## src/rtl/buzzer_scheduler.sv

```systemverilog
// Buzzer scheduler: latches alert requests from 4 sources and serves them in
// fixed priority (bit 0 highest) as bursts of i+1 beeps followed by a silent gap.
// Optional feature macro: BUZZER_SCHEDULER_ALARM_EN adds an "alarm" input that
// forces the buzzer on and freezes sequencing while asserted.
module buzzer_scheduler #(
    parameter int unsigned CLK_DIV = 50000,
    parameter int unsigned ON_MS   = 100,
    parameter int unsigned OFF_MS  = 100,
    parameter int unsigned GAP_MS  = 500
) (
    input  logic       clk,
    input  logic       rst,
    input  logic [3:0] req,
    input  logic       mute,
`ifdef BUZZER_SCHEDULER_ALARM_EN
    input  logic       alarm,
`endif
    output logic       buzz,
    output logic       busy,
    output logic [1:0] active_id,
    output logic [3:0] ack
);

    localparam int unsigned MAX_MS = (ON_MS > OFF_MS) ?
                                     ((ON_MS > GAP_MS) ? ON_MS : GAP_MS) :
                                     ((OFF_MS > GAP_MS) ? OFF_MS : GAP_MS);
    localparam int unsigned MS_W   = $clog2(MAX_MS + 1);
    localparam int unsigned DIV_W  = $clog2(CLK_DIV + 1);

    localparam logic [DIV_W-1:0] DIV_LAST = DIV_W'(CLK_DIV - 1);
    localparam logic [MS_W-1:0]  ON_LAST  = MS_W'(ON_MS - 1);
    localparam logic [MS_W-1:0]  OFF_LAST = MS_W'(OFF_MS - 1);
    localparam logic [MS_W-1:0]  GAP_LAST = MS_W'(GAP_MS - 1);

    typedef enum logic [1:0] {
        S_IDLE = 2'd0,
        S_ON   = 2'd1,
        S_OFF  = 2'd2,
        S_GAP  = 2'd3
    } state_t;

    state_t            state;
    state_t            state_next;
    logic [3:0]        pending;
    logic [3:0]        pending_next;
    logic [3:0]        grant;
    logic [1:0]        grant_id;
    logic [DIV_W-1:0]  div_cnt;
    logic [MS_W-1:0]   ms_cnt;
    logic [2:0]        beep_left;
    logic [2:0]        beep_left_next;
    logic [1:0]        active_id_next;
    logic              buzz_next;
    logic              tick;
    logic              dur_last;
    logic              done;
    logic              hold;

`ifdef BUZZER_SCHEDULER_ALARM_EN
    assign hold = alarm;
`else
    assign hold = 1'b0;
`endif

    assign tick = (div_cnt == DIV_LAST);
    assign done = tick & dur_last;

    // Lowest set pending index wins the grant
    always_comb begin
        grant_id = 2'd0;
        for (int i = 3; i >= 0; i--) begin
            if (pending[i]) begin
                grant_id = 2'(i);
            end
        end
    end

    // Last millisecond of the current state's duration
    always_comb begin
        dur_last = 1'b0;
        case (state)
            S_ON:    dur_last = (ms_cnt == ON_LAST);
            S_OFF:   dur_last = (ms_cnt == OFF_LAST);
            S_GAP:   dur_last = (ms_cnt == GAP_LAST);
            default: dur_last = 1'b0;
        endcase
    end

    // Next-state, grant and burst bookkeeping; frozen entirely while held
    always_comb begin
        state_next     = state;
        beep_left_next = beep_left;
        active_id_next = active_id;
        grant          = 4'b0000;
        if (!hold) begin
            case (state)
                S_IDLE: begin
                    if (pending != 4'b0000) begin
                        grant          = 4'(4'b0001 << grant_id);
                        active_id_next = grant_id;
                        beep_left_next = 3'(grant_id) + 3'd1;
                        state_next     = S_ON;
                    end
                end
                S_ON: begin
                    if (done) begin
                        beep_left_next = beep_left - 3'd1;
                        state_next     = (beep_left > 3'd1) ? S_OFF : S_GAP;
                    end
                end
                S_OFF: begin
                    if (done) begin
                        state_next = S_ON;
                    end
                end
                S_GAP: begin
                    if (done) begin
                        state_next     = S_IDLE;
                        active_id_next = 2'd0;
                    end
                end
                default: state_next = S_IDLE;
            endcase
        end
    end

    // New requests win over a same-cycle grant so they are re-queued
    assign pending_next = (pending & ~grant) | req;

    // Buzzer follows the ON state unless muted; alarm overrides both
    assign buzz_next = hold | ((state_next == S_ON) & ~mute);

    // State, pending and burst registers
    always_ff @(posedge clk) begin
        if (rst) begin
            state     <= S_IDLE;
            pending   <= 4'b0000;
            beep_left <= 3'd0;
        end else begin
            state     <= state_next;
            pending   <= pending_next;
            beep_left <= beep_left_next;
        end
    end

    // Tick divider and per-state millisecond counter, restarted on every state change
    always_ff @(posedge clk) begin
        if (rst) begin
            div_cnt <= '0;
            ms_cnt  <= '0;
        end else if ((state_next != state) || (state == S_IDLE)) begin
            div_cnt <= '0;
            ms_cnt  <= '0;
        end else if (!hold) begin
            if (tick) begin
                div_cnt <= '0;
                ms_cnt  <= ms_cnt + MS_W'(1);
            end else begin
                div_cnt <= div_cnt + DIV_W'(1);
            end
        end
    end

    // Registered outputs
    always_ff @(posedge clk) begin
        if (rst) begin
            buzz      <= 1'b0;
            busy      <= 1'b0;
            active_id <= 2'd0;
            ack       <= 4'b0000;
        end else begin
            buzz      <= buzz_next;
            busy      <= (state_next != S_IDLE);
            active_id <= active_id_next;
            ack       <= grant;
        end
    end

endmodule

```

## config.mk

```make
export PLATFORM = sky130hd
export DESIGN_NAME = buzzer_scheduler
export DESIGN_NICKNAME = d
export VERILOG_FILES = /design/src/rtl/buzzer_scheduler.sv
export SDC_FILE = /design/constraint.sdc
export NUM_CORES = 1
export LEC_CHECK = 0
export ABC_AREA = 1
export BUFFER_PORTS_ARGS = -buffer_cell sky130_fd_sc_hd__buf_2
export CAP_MARGIN = 25
export CORE_ASPECT_RATIO = 1.1
export CORE_UTILIZATION = 55
export CTS_BUF_LIST = sky130_fd_sc_hd__clkbuf_2
export DETAILED_ROUTE_END_ITERATION = 6
export HOLD_SLACK_MARGIN = 0.12
export PLACE_DENSITY = 0.74
export SYNTH_ARGS = -nofsm -noshare
export SYNTH_HDL_FRONTEND = slang
export SYNTH_SLANG_ARGS = --single-unit
```

## constraint.sdc

```tcl
create_clock -name clk -period 3.3 [get_ports clk]
set_input_delay 0.165 -clock clk [delete_from_list [all_inputs] [get_ports clk]]
set_output_delay 0.165 -clock clk [all_outputs]
set_load 0.05 [all_outputs]
```

# After elaboration in Yosys (flattened, before gate mapping)
# Index checks and enable logic that the tools add are counted.
[word_totals]
register_bits = 42
out_inout_bits = 8
elab_cells = 62
in_bits = 7
[op_classes]
n_shift = 1
n_lt_le_gt_ge = 1
n_reduce_logical = 11
n_addsub = 4
n_eq_ne = 11
n_bitwise = 6
muxes = 19
[ops]
columns = ["cell", "count"]
rows = [
  ["$mux 2", 10],
  ["$add 16x1->16 const B", 1],
  ["$eq 16x16->1 const B", 1],
  ["$add 9x1->9 const B", 1],
  ["$eq 9x7->1 const B", 1],
  ["$eq 9x9->1 const B", 1],
  ["$mux 4", 2],
  ["$pmux 2 s4", 1],
  ["$mux 3", 2],
  ["$ne 2x2->1 const B", 3],
  ["$pmux 3 s2", 1],
  ["$reduce_and 3->1", 2],
  ["$reduce_bool 2->1", 3],
  ["$and 4x4->4", 1],
  ["$eq 2x1->1 const B", 2],
  ["$eq 2x2->1 const B", 2],
  ["$not 4->4", 1],
  ["$or 4x4->4", 1],
  ["$pmux 2 s2", 1],
  ["$reduce_bool 4->1", 1],
  ["$reduce_or 2->1", 2],
  ["$shl 1x2->4 const A", 1],
  ["$add 2x1->3 const B", 1],
  ["$gt 3x1->1 const B", 1],
  ["other kinds (9)", 10],
]

# Depth between registers and ports, before layout
# Gate-level depths: netlist of the first run.
[depth]
word_depth = 10
depth_mapped = 11
ltp_nobuf = 11

# Least setup slack after synthesis of the first run
# No wires, ideal clock.
[synth_path]
path_type = "register to register"
start = "register div_cnt[0]"
end = "register busy"
setup_time_ns = 0.115
arrival_time_ns = 1.430
required_time_ns = 3.185
path_slack_ns = 1.755
n_path_buf = 1
stages_incl_launch_ff = 12
cell_sequence = "dfxtp_1 > ha_1 > nand2_2 > nor2_4 > nand3b_4 > nor2_8 > buf_6 > nand3_1 > nand2_1 > nand2_1 > nand2_1 > nand2_1"
[synth_via]
elab_chain_cells = 5
word_cells_on_any_way = 7
[synth_lines]
columns = ["element", "line", "text"]
rows = [
  ["start, declared", "48", "logic [DIV_W-1:0] div_cnt;"],
  ["start signal, assigned", "159", "div_cnt <= div_cnt + DIV_W'(1);"],
  ["$eq 16x16->1 *", "65", "assign tick = (div_cnt == DIV_LAST);"],
  ["$and 1x1->1 *", "66", "assign done = tick & dur_last;"],
  ["$mux 2, on equally long branches", "117, 106, 112", ""],
  ["$pmux 2 s4 *", "96", "case (state)"],
  ["$reduce_bool 2->1 *", "173", "busy <= (state_next != S_IDLE);"],
  ["end signal, assigned", "173", ""],
  ["end, declared", "19", "output logic busy,"],
]
# Mark *: on every way between the ends. The rest lies on a longest branch, timed or not.
# A chain may end at the register's enable or synchronous reset.

# Final worst setup path of the first run
[layout_path]
start = "register pending[2]"
end = "register pending[3]"
[layout_via]
elab_chain_cells = 9
word_cells_on_any_way = 10
[layout_lines]
columns = ["element", "line", "text"]
rows = [
  ["start, declared", "44", "logic [3:0] pending;"],
  ["start signal, assigned", "141", "pending <= pending_next;"],
  ["$mux 2 (3 in a row)", "72", "if (pending[i]) begin"],
  ["$shl 1x2->4", "99", "grant = 4'(4'b0001 << grant_id);"],
  ["$mux 4 *", "98", "if (pending != 4'b0000) begin"],
  ["$mux 4 *", "96", ""],
  ["$not 4->4 *", "128", "assign pending_next = (pending & ~grant) | req;"],
  ["$and 4x4->4 *", "128", ""],
  ["$or 4x4->4 *", "128", ""],
]
# Marked as above.

==> metrics.yaml, run 1 <==
power_and_ir_drop:
  swShare: 0.2968
  vdd_drop_max_mv: 0.2782
  finalPower_uw: 895.7
  p_clk_frac: 0.235
  p_leak_nw: 0.9843
  pwr-share-comb: 0.162
  power.switching_uw: 265.8
  intPower_uw: 629.9
  pwr-share-seq: 0.603
  power_density_nw_per_um2: 380.2
sta:
  finalCritPeriodShare: 0.6181
  finClkSkew_ns: 0.01867
  rsz0062_at_grt: "no"
  fin_tns_setup_ns: 0
  worst_pin_slew_ns: 0.4472
  max_slew_margin: 0.6996
  max_freq_mhz: 490.2
  finalMaxSlewViolations: 0
  period_minus_slack_ns: 2.040
  finalHoldViolations: 0
  layout_setup_ws_ns: 1.260
  finalSetupViolCount: 0
placed_design:
  place_ws_ns: 1.621
  dpl.cell_count: 339
  portBuffers: 14
  dp_hpwl_microns: 2630
  place.gp.congestion: 0.7786
detailed_routing:
  via_per_inst: 4.955
  via_count: 1769
  drc: 0
  drtPass1Iterations: 4
  wl_per_cell_microns: 10.48
  first_iter_violations: 46
  drt_wl_total_microns: 3742
  ant_nets: 0
global_route:
  met2_usage: 0.3655
  grt_usage: 0.2038
  grt_pass1_wl_microns: 6161
  grt_pass1_vias: 1530
  antenna_found_initial: 0
  met1_usage: 0.2162
  grt_busiest_layer: "met2"
  overflow: 0
  use_met3: 0.06322
  grt_max_degree: 17
status:
  status: "finished, final reports clean"
critical_path:
  cp_max_fo: 4
  cpMaxStageDelayCell: "dlygate4sd3_1"
  crit_chain: "nor2_1, nor3_1, ha_1, inv_1, o21ai_0, a21oi_1, dlygate4sd3_1"
  max_stage_delay_ns: 0.57
  end_kind: "register"
  worstSetupStartpointType: "register"
  rrSetupSlack_ns: 1.26
  worstPathRequired_ns: 3.62
  path_class: "register to register"
  critical_path_arrival_ns: 2.36
synth:
  synthTopCellsByArea: "dfxtp_1 (40%), nand2_1 (11%), inv_1 (5.7%), a21oi_1 (5.2%), nor2_1 (4.9%)"
  netlist_area_sq_um: 2126
  yosys_warnings: 0
  yosysTopAreaCell: "dfxtp_1"
  synthCells: 281
  yosysSeqAreaShare: 0.3955
  synth_top_area_frac: 0.3955
  syn_nets: 296
  synth_area_per_cell_sq_um: 7.565
  ys_seq_elements: 42
  synth_cell_type_count: 32
die:
  std_cell_rows: 23
  coreArea_sq_um: 3684
  dieArea_sq_um: 4118
  die_x_microns: 61.28
  start_util: 0.5771
  ioPinCount: 15
  die_y_microns: 67.21
final_layout:
  seq_area_sq_um: 840.8
  layout-drive-gt1-share: 0.1401
  antennaDiodeCount: 0
  nNetsFinal: 321
  fillers: 357
  multi_input_area_sq_um: 1106
  area_delta_synth_final_pct: 10.83
  fin_cells: 357
clock_tree:
  path_clk_slew_ns: 0.20
  cts_buffers: 5
  htreeDepth: 2
  cts-root-buf: "clkbuf_2"
  cts_tree: "built"
  ctsResizeCount: 0
  worstSkewPairLatency_ns: 0.41
  cts_sinks: 42
  clk_path_buf_depth: 2
run:
  maxCapViolCount: 0
hold_path:
  hold_class: "register to register"
-- synth_stat cells, drive strengths merged --
library cell  instances
nand3                15
o21ai                 9
mux2i                 1
nand4                 4
a21oi                24
nand2                65
nor3                 19
clkbuf                3
xnor2                 8
ha                    8
dfxtp                42
inv                  36
nor2                 32
xor2                  6
nand3b                4
or2                   2
buf                   3
-- power by group through the flow --
stage / Sequential (mW) / Clock [mW] / Combinational (mW)
floorplan: 0.573 / 0 / 0.0826
global placement: 0.550 / 0 / 0.132
detailed placement: 0.551 / 0 / 0.135
CTS: 0.540 / 0.226 / 0.146
global route: 0.544 / 0.241 / 0.165
finish: 0.540 / 0.211 / 0.145
-- sequential cells by signal, summed over array words and instances (netlist names), 2 cells and up --
| name | flops |
|---|---|
| div_cnt | 16 |
| pending | 4 |
| ack | 4 |
| beep_left | 3 |
| active_id | 2 |
| ms_cnt | 9 |
| state | 2 |
-- kinds of logic after synthesis --
logic type / Yosys count / share of synthesized area
AOI/OAI and AO/OA: 33 / 0.08123
and+or+nand+nor: 141 / 0.3296
muxes: 1 / 0.004709
DFF: 42 / 0.3955
buffers and inverters: 42 / 0.08417
adders and majority gates: 8 / 0.04709
xor gates and xnor gates: 14 / 0.05768
-- path summary, 6_finish.rpt --
kind	cells after the start	to	start
worst max-delay path	7	pending[3]	pending[2]
worst min-delay path	1	div_cnt[0]	div_cnt[0]
worst max register to register	7	pending[3]	pending[2]
worst min register to register	1	div_cnt[0]	div_cnt[0]
-- routing by layer --
metal | routed length [microns] | vias to the layer above
met5 | 0 | -
met4 | 69 | 0
met3 | 143 | 6
met2 | 1846 | 22
met1 | 1683 | 791
li1 | - | 950
-- stage by stage --
stage | hold WS [ns] | utilization | area [sq um]
after floorplan | 0.2386 | - | 2126
after global placement | 0.4050 | 0.6019 | 2217
after detailed placement | 0.4065 | 0.6019 | 2217
after CTS | 0.4640 | 0.6396 | 2356
after global routing | 0.4972 | 0.6396 | 2356
final | 0.4572 | 0.6396 | 2356
-- final cells by class --
class	instances	area share
well taps	50	0.02655
inverters	36	0.05842
clock inverters	2	0.003717
clock buffers	6	0.01275
flip-flops and latches	42	0.3569
multi-input cells	197	0.4695
repair buffers	24	0.07223
-- critical path: cells and delay by family (launching register included) --
| kind | cells | cell delay, ns |
|---|---|---|
| compound gates | 2 | 0.26 |
| flops | 1 | 0.40 |
| buf+inv | 2 | 0.63 |
| simple gates | 2 | 0.43 |
| fa+ha+maj | 1 | 0.23 |
-- placed cells by master, fill, tap and decap left out, drive strengths merged --
| cell | Yosys | layout |
|---|---|---|
| a21oi | 24 | 24 |
| buf | 3 | 14 |
| clkbuf | 3 | 6 |
| clkinv | 0 | 2 |
| dfxtp | 42 | 42 |
| dlygate4sd3 | 0 | 10 |
| ha | 8 | 8 |
| inv | 36 | 36 |
| mux2i | 1 | 1 |
| nand2 | 65 | 65 |
| nand3 | 15 | 15 |
| nand3b | 4 | 4 |
| nand4 | 4 | 4 |
| nor2 | 32 | 32 |
| nor3 | 19 | 19 |
| o21ai | 9 | 9 |
| or2 | 2 | 2 |
| xnor2 | 8 | 8 |
| xor2 | 6 | 6 |
-- repair_timing --
item | CTS | global route
endpoints found under the setup margin | 0 | 0
hold buffers | 10 | 0
endpoints found under the hold margin | 14 | 0
buffers inserted | 0 | 0
Note: power is estimated with default switching activity, not from simulation.
==> inputs of run 2 (changes only) <==
- ABC_AREA: 1 -> 0
- PLACE_DENSITY: 0.74 -> 0.77
- clock period: 3.3 -> 1.7 ns (I/O delays scaled with it)
==> run 2 against run 1 <==
Net effect:
- the flow now finishes with violations (negative setup slack)
- flip-flop and latch count unchanged
- wire length increased by 41%
- register-to-register slack got worse by 1.7 ns
- highest routed layer unchanged
==> metrics.yaml, run 2 <==
critical_path:
  r2r_cells: 7
  max_stage_delay_ns: 0.57
  cp_max_fo: 5
  worstReg2RegEnd: "buzz"
  path_class: "register to register"
  worstSetupStartpointType: "register"
  worstPathRequired_ns: 2.08
  end_kind: "register"
  critical_path_arrival_ns: 2.53
  crit_family: "simple AND/OR/NAND/NOR gates"
  cpMaxStageDelayCell: "or4b_4"
  r2r_start: "div_cnt[5]"
  rrSetupSlack_ns: -0.45
  path_buf_inv: 2
  crit_chain: "or4b_4, nor4_4, buf_4, nand4_1, buf_6, a21o_1, nor3b_2"
die:
  die_y_microns: 64.72
  ioPinCount: 15
  start_util: 0.5809
  die_x_microns: 59.02
  dieArea_sq_um: 3819
  coreArea_sq_um: 3386
  std_cell_rows: 22
global_route:
  met2_usage: 0.4957
  grt_usage: 0.2883
  grt_pass1_wl_microns: 8245
  met1_usage: 0.3266
  grt_pass1_vias: 1890
  grt_max_degree: 17
  antenna_found_initial: 0
  overflow: 0
  grt_busiest_layer: "met2"
  use_met3: 0.07784
final_layout:
  mostFrequentLayoutCell: "buf_4"
  layout_common_cells: "buf_4 (42), dfxtp_1 (37), nor2_1 (24)"
  layout-drive-gt1-share: 0.4068
  antennaDiodeCount: 0
  fin_area_sq_um: 2798
  seq_area_sq_um: 847.1
  fillers: 204
  multi_input_area_sq_um: 1229
  nNetsFinal: 309
  largestRegisters: "div_cnt x16, ms_cnt x9"
  largest_reg_flops: 16
  regMostFlops: "div_cnt"
  final_util: 0.8263
  area_delta_synth_final_pct: 42.24
power_and_ir_drop:
  finalPower_mw: 2.023
  power_density_nw_per_um2: 723.1
  vdd_drop_max_mv: 0.6006
  p_leak_nw: 1.159
detailed_routing:
  drc: 0
  wl_per_cell_microns: 15.35
  first_iter_violations: 97
  drt_wl_total_microns: 5266
  via_count: 1878
  via_per_inst: 5.475
  drtPass1Iterations: 4
  ant_nets: 0
run:
  maxCapViolCount: 0
placed_design:
  place.gp.congestion: 0.8043
  dp_hpwl_microns: 3085
  place_area_sq_um: 2394
  portBuffers: 14
hold_path:
  hold_class: "primary input to register"
  min_from: "mute"
  min_path_cells: 3
  holdPathEnd: "buzz"
sta:
  period_minus_slack_ns: 2.149
  finalSetupViolCount: 34
  finalCritPeriodShare: 1.264
  rsz0062_at_grt: "yes"
  finalHoldViolations: 0
  finalMaxSlewViolations: 0
  max_freq_mhz: 465.4
  finClkSkew_ns: 0.03391
  max_slew_margin: 0.7398
  fin_tns_setup_ns: -12.19
  layout_setup_ws_ns: -0.4486
  worst_pin_slew_ns: 0.3867
synth:
  synthCells: 223
  synth_area_per_cell_sq_um: 8.820
  yosysMostFrequentCell: "nor2_1"
  synth_top_area_frac: 0.4275
  synth_commonest_cells: "nor2_1 (44), dfxtp_1 (42), nand2_1 (14)"
  netlist_area_sq_um: 1967
  yosysSeqAreaShare: 0.4275
  yosysTopAreaCell: "dfxtp_1"
  synth-edff-count: 0
  ys_seq_elements: 42
  synthTopCellsByArea: "dfxtp_1 (43%), nor2_1 (8.4%), ha_1 (5.1%), xor2_1 (4.9%), xnor2_1 (4.0%)"
  yosys_warnings: 0
  synth_cell_type_count: 44
  syn_nets: 238
  synthFlopType: "dfxtp_1"
  async_flop_share: 0
clock_tree:
  worstSkewPairLatency_ns: 0.45
  cts_buffers: 5
  htreeDepth: 2
  cts-root-buf: "clkbuf_2"
  clk_path_buf_depth: 2
  cts_tree: "built"
  cts_sinks: 42
  path_clk_slew_ns: 0.20
status:
  status: "complete, but fails checks"
  violations: "negative setup slack"
[run 2: changes by cell type after synthesis, sizes merged, moves of 6 or more]
cell,previous run,this run
nand3,15,9
a21oi,24,7
inv,36,8
nor2,32,44
nand2,65,14
nor3,19,2
[run 2: metrics by stage]
stage	hold slack, ns	std cells	setup slack, ns
6_report	0.3327	343	-0.4486
5_1_grt	0.2982	343	-0.4896
4_1_cts	0.3366	340	-0.3184
3_5_place_dp	0.2664	319	-0.3341
3_3_place_gp	0.2645	319	-0.2571
2_1_floorplan	0.1557	223	-0.3910
[run 2: routing by layer]
metal,vias to the layer above,share of wire
li1,924,-
met1,895,0.41
met2,48,0.53
met3,11,0.043
met4,0,0.020
met5,-,0
[run 2: worst register-to-register path, stage by stage, from the launching register on]
cell and delay (ns):
dfxtp_2 0.37, or4b_4 0.57, nor4_4 0.36, buf_4 0.17, nand4_1 0.10, buf_6 0.18
a21o_1 0.19, nor3b_2 0.16
[run 2: cells by family after synthesis]
family                     share of synthesized area
AOI/OAI and AO/OA                             0.1075
muxes                                        0.01018
adders and majority gates                    0.05089
buffers and inverters                        0.02926
DFF                                           0.4275
and+or+nand+nor                               0.2856
xor gates and xnor gates                     0.08906
[run 2: layout make-up]
class                      instances  area share
clock buffer                       6     0.01073
sequential                        42      0.3028
multi-input combinational        166      0.4392
timing repair buffer              70      0.2004
clock inverter                     2     0.01342
tap                               48     0.02147
inverter                           9     0.01208
[run 2: worst max-delay path by stage]
| stage | from | end | depth (start not counted) |
|---|---|---|---|
| 2_1_floorplan | div_cnt[7] | beep_left[2] | 5 |
| 5_1_grt | div_cnt[5] | buzz | 7 |
| 3_3_place_gp | div_cnt[7] | ms_cnt[7] | 6 |
| 4_1_cts | div_cnt[11] | ms_cnt[7] | 6 |
| 6_report | div_cnt[5] | buzz | 7 |
| 3_5_place_dp | div_cnt[7] | busy | 5 |
[run 2: what timing repair did]
action	4_1_cts	5_1_grt
hold buffers	6	0
endpoints found under the hold margin	10	0
setup endpoints to repair	34	37
cloned	1	0
pin swaps	14	12
buffers inserted	6	4
gates resized for setup	23	33
[run 2: report_power, final]
part	leakage (nW)	switching, mW	total [mW]	internal (mW)
Combinational	0.775	0.214	0.367	0.153
Sequential	0.344	0.0291	1.05	1.02
Clock	0.0392	0.349	0.603	0.254
Total	1.16	0.592	2.02	1.43
==> inputs of run 3 (changes only) <==
- CORE_MARGIN: not set -> 2
- REMOVE_ABC_BUFFERS: not set -> 1
- TNS_END_PERCENT: not set -> 20
==> run 3 against run 2 <==
Net effect:
- the flow finishes with violations (negative hold slack, negative setup slack)
- critical path depth stayed put
- sequential power hardly changed
- core utilization is 5.5 points lower
- maximum frequency increased by 5.9%
- via count down 4.6%
- power fell by 2.0%
- flip-flop and latch count is the same
- register-to-register slack gained 0.12 ns
==> metrics.yaml, run 3 (synthesis results as in run 2) <==
global_route:
  overflow: 0
  grt_pass1_vias: 1794
  grt_usage: 0.2639
  met2_usage: 0.4556
  met1_usage: 0.2926
  grt_pass1_wl_microns: 7831
  grt_max_degree: 17
  grt_busiest_layer: "met2"
  use_met3: 0.07379
  antenna_found_initial: 0
final_layout:
  antennaDiodeCount: 0
  fin_cells: 340
  regMostFlops: "div_cnt"
  largest_reg_flops: 16
  layout-drive-gt1-share: 0.2979
  layout_common_cells: "buf_4 (45), nor2_1 (43), dfxtp_1 (40)"
  mostFrequentLayoutCell: "buf_4"
  largestRegisters: "div_cnt x16, ms_cnt x9"
  fin_area_sq_um: 2611
  area_delta_synth_final_pct: 32.76
  nNetsFinal: 306
detailed_routing:
  via_per_inst: 5.268
  ant_nets: 0
  drc: 0
  drt_wl_total_microns: 4702
  wl_per_cell_microns: 13.83
  first_iter_violations: 122
  drtPass1Iterations: 4
  via_count: 1791
run:
  maxCapViolCount: 0
status:
  status: "complete, but fails checks"
  violations: "negative hold slack, negative setup slack"
critical_path:
  critical_path_arrival_ns: 2.37
  crit_chain: "or4bb_4, nor4_4, buf_4, and4_4, buf_6, o211ai_1, o41ai_1"
  cpMaxStageDelayCell: "or4bb_4"
  path_class: "register to register"
  cp_max_fo: 5
  max_stage_delay_ns: 0.55
  worstSetupStartpointType: "register"
  end_kind: "register"
  worstPathRequired_ns: 2.04
sta:
  max_freq_mhz: 493.1
  finalSetupViolCount: 34
  finClkSkew_ns: 0.01770
  period_minus_slack_ns: 2.028
  finalMaxSlewViolations: 0
  finalCritPeriodShare: 1.193
  hold_slack_ns: -0.01268
  worst_pin_slew_ns: 0.3020
  max_slew_margin: 0.7980
  layout_setup_ws_ns: -0.3281
  finalHoldViolations: 3
  fin_tns_setup_ns: -7.976
  rsz0062_at_grt: "yes"
clock_tree:
  cts_tree: "built"
  cts_sinks: 42
  hold_buffers: 5
  clk_path_buf_depth: 2
  worstSkewPairLatency_ns: 0.43
  htreeDepth: 2
  cts-root-buf: "clkbuf_2"
  path_clk_slew_ns: 0.23
  cts_buffers: 5
power_and_ir_drop:
  p_leak_nw: 1.123
  power_density_nw_per_um2: 759.3
  vdd_drop_max_mv: 0.5478
die:
  coreArea_sq_um: 3386
  die_y_microns: 66.72
  ioPinCount: 15
  dieArea_sq_um: 4071
  die_x_microns: 61.02
  start_util: 0.5809
  std_cell_rows: 22
placed_design:
  dp_hpwl_microns: 3222
  place_area_sq_um: 2439
  portBuffers: 14
  place.gp.congestion: 0.8748
  dpl.cell_count: 326
hold_path:
  hold_class: "primary input to register"
-- run 3: cell count changes in the layout (fill, tap and decap cells not counted), moves of 3 or more --
cell	previous run	this run
dfxtp_2	5	2
nor2_1	24	43
dfxtp_1	37	40
nor2_2	17	1
nor2_4	3	0
buf_4	42	45
buf_6	6	2
-- run 3: path summary, 6_finish.rpt --
path / start / endpoint / slack [ns] / cells after the start
setup / recovery: div_cnt[11] / beep_left[1] / -0.33 / 7
hold / removal: rst / pending[1] / -0.01 / 2
setup reg to reg: div_cnt[11] / beep_left[1] / -0.33 / 7
hold reg to reg: active_id[1] / active_id[1] / 0.50 / 2
-- run 3: area by class of cell --
| class | instances | area [sq um] |
|---|---|---|
| multi-input combinational | 166 | 1104 |
| sequential | 42 | 843.3 |
| fill | 245 | 774.5 |
| timing repair buffer | 67 | 500.5 |
| tap | 48 | 60.06 |
| clock inverter | 3 | 45.04 |
| inverter | 9 | 33.78 |
| clock buffer | 5 | 25.02 |
-- run 3: what timing repair did --
| action | 4_1_cts | 5_1_grt |
|---|---|---|
| setup endpoints to repair | 34 | 37 |
| pin swaps | 11 | 1 |
| hold endpoints to repair | 11 | 10 |
| cloned | 0 | 0 |
| buffers inserted | 1 | 0 |
| resized for setup | 11 | 3 |
-- run 3: stage by stage --
stage               hold slack (ns)  power [mW]  utilization  setup WS (ns)
detailed placement           0.2718       1.375       0.7203        -0.3080
floorplan                    0.1557       1.252            -        -0.4008
global placement             0.2722       1.365       0.7203        -0.2528
CTS                        -0.01886       1.981       0.7690        -0.3238
global route               -0.03847       2.064       0.7712        -0.4152
finish                     -0.01268       1.983       0.7712        -0.3281
-- run 3: worst max-delay path: cells and delay by family (launching register included) --
family          cells  cell delay (ns)
buf+inv             2             0.30
simple gates        3             1.10
compound gates      2             0.18
flops               1             0.37
-- run 3: power by group --
group | internal [mW] | leakage, nW | switching, mW
Combinational | 0.137 | 0.745 | 0.197
Sequential | 1.02 | 0.343 | 0.0271
Clock | 0.246 | 0.0352 | 0.350
-- run 3: metal layers --
| metal | vias up | part of all wire |
|---|---|---|
| li1 | 917 | - |
| met1 | 844 | 0.44 |
| met2 | 23 | 0.52 |
| met3 | 7 | 0.029 |
| met4 | 0 | 0.018 |
| met5 | - | 0 |
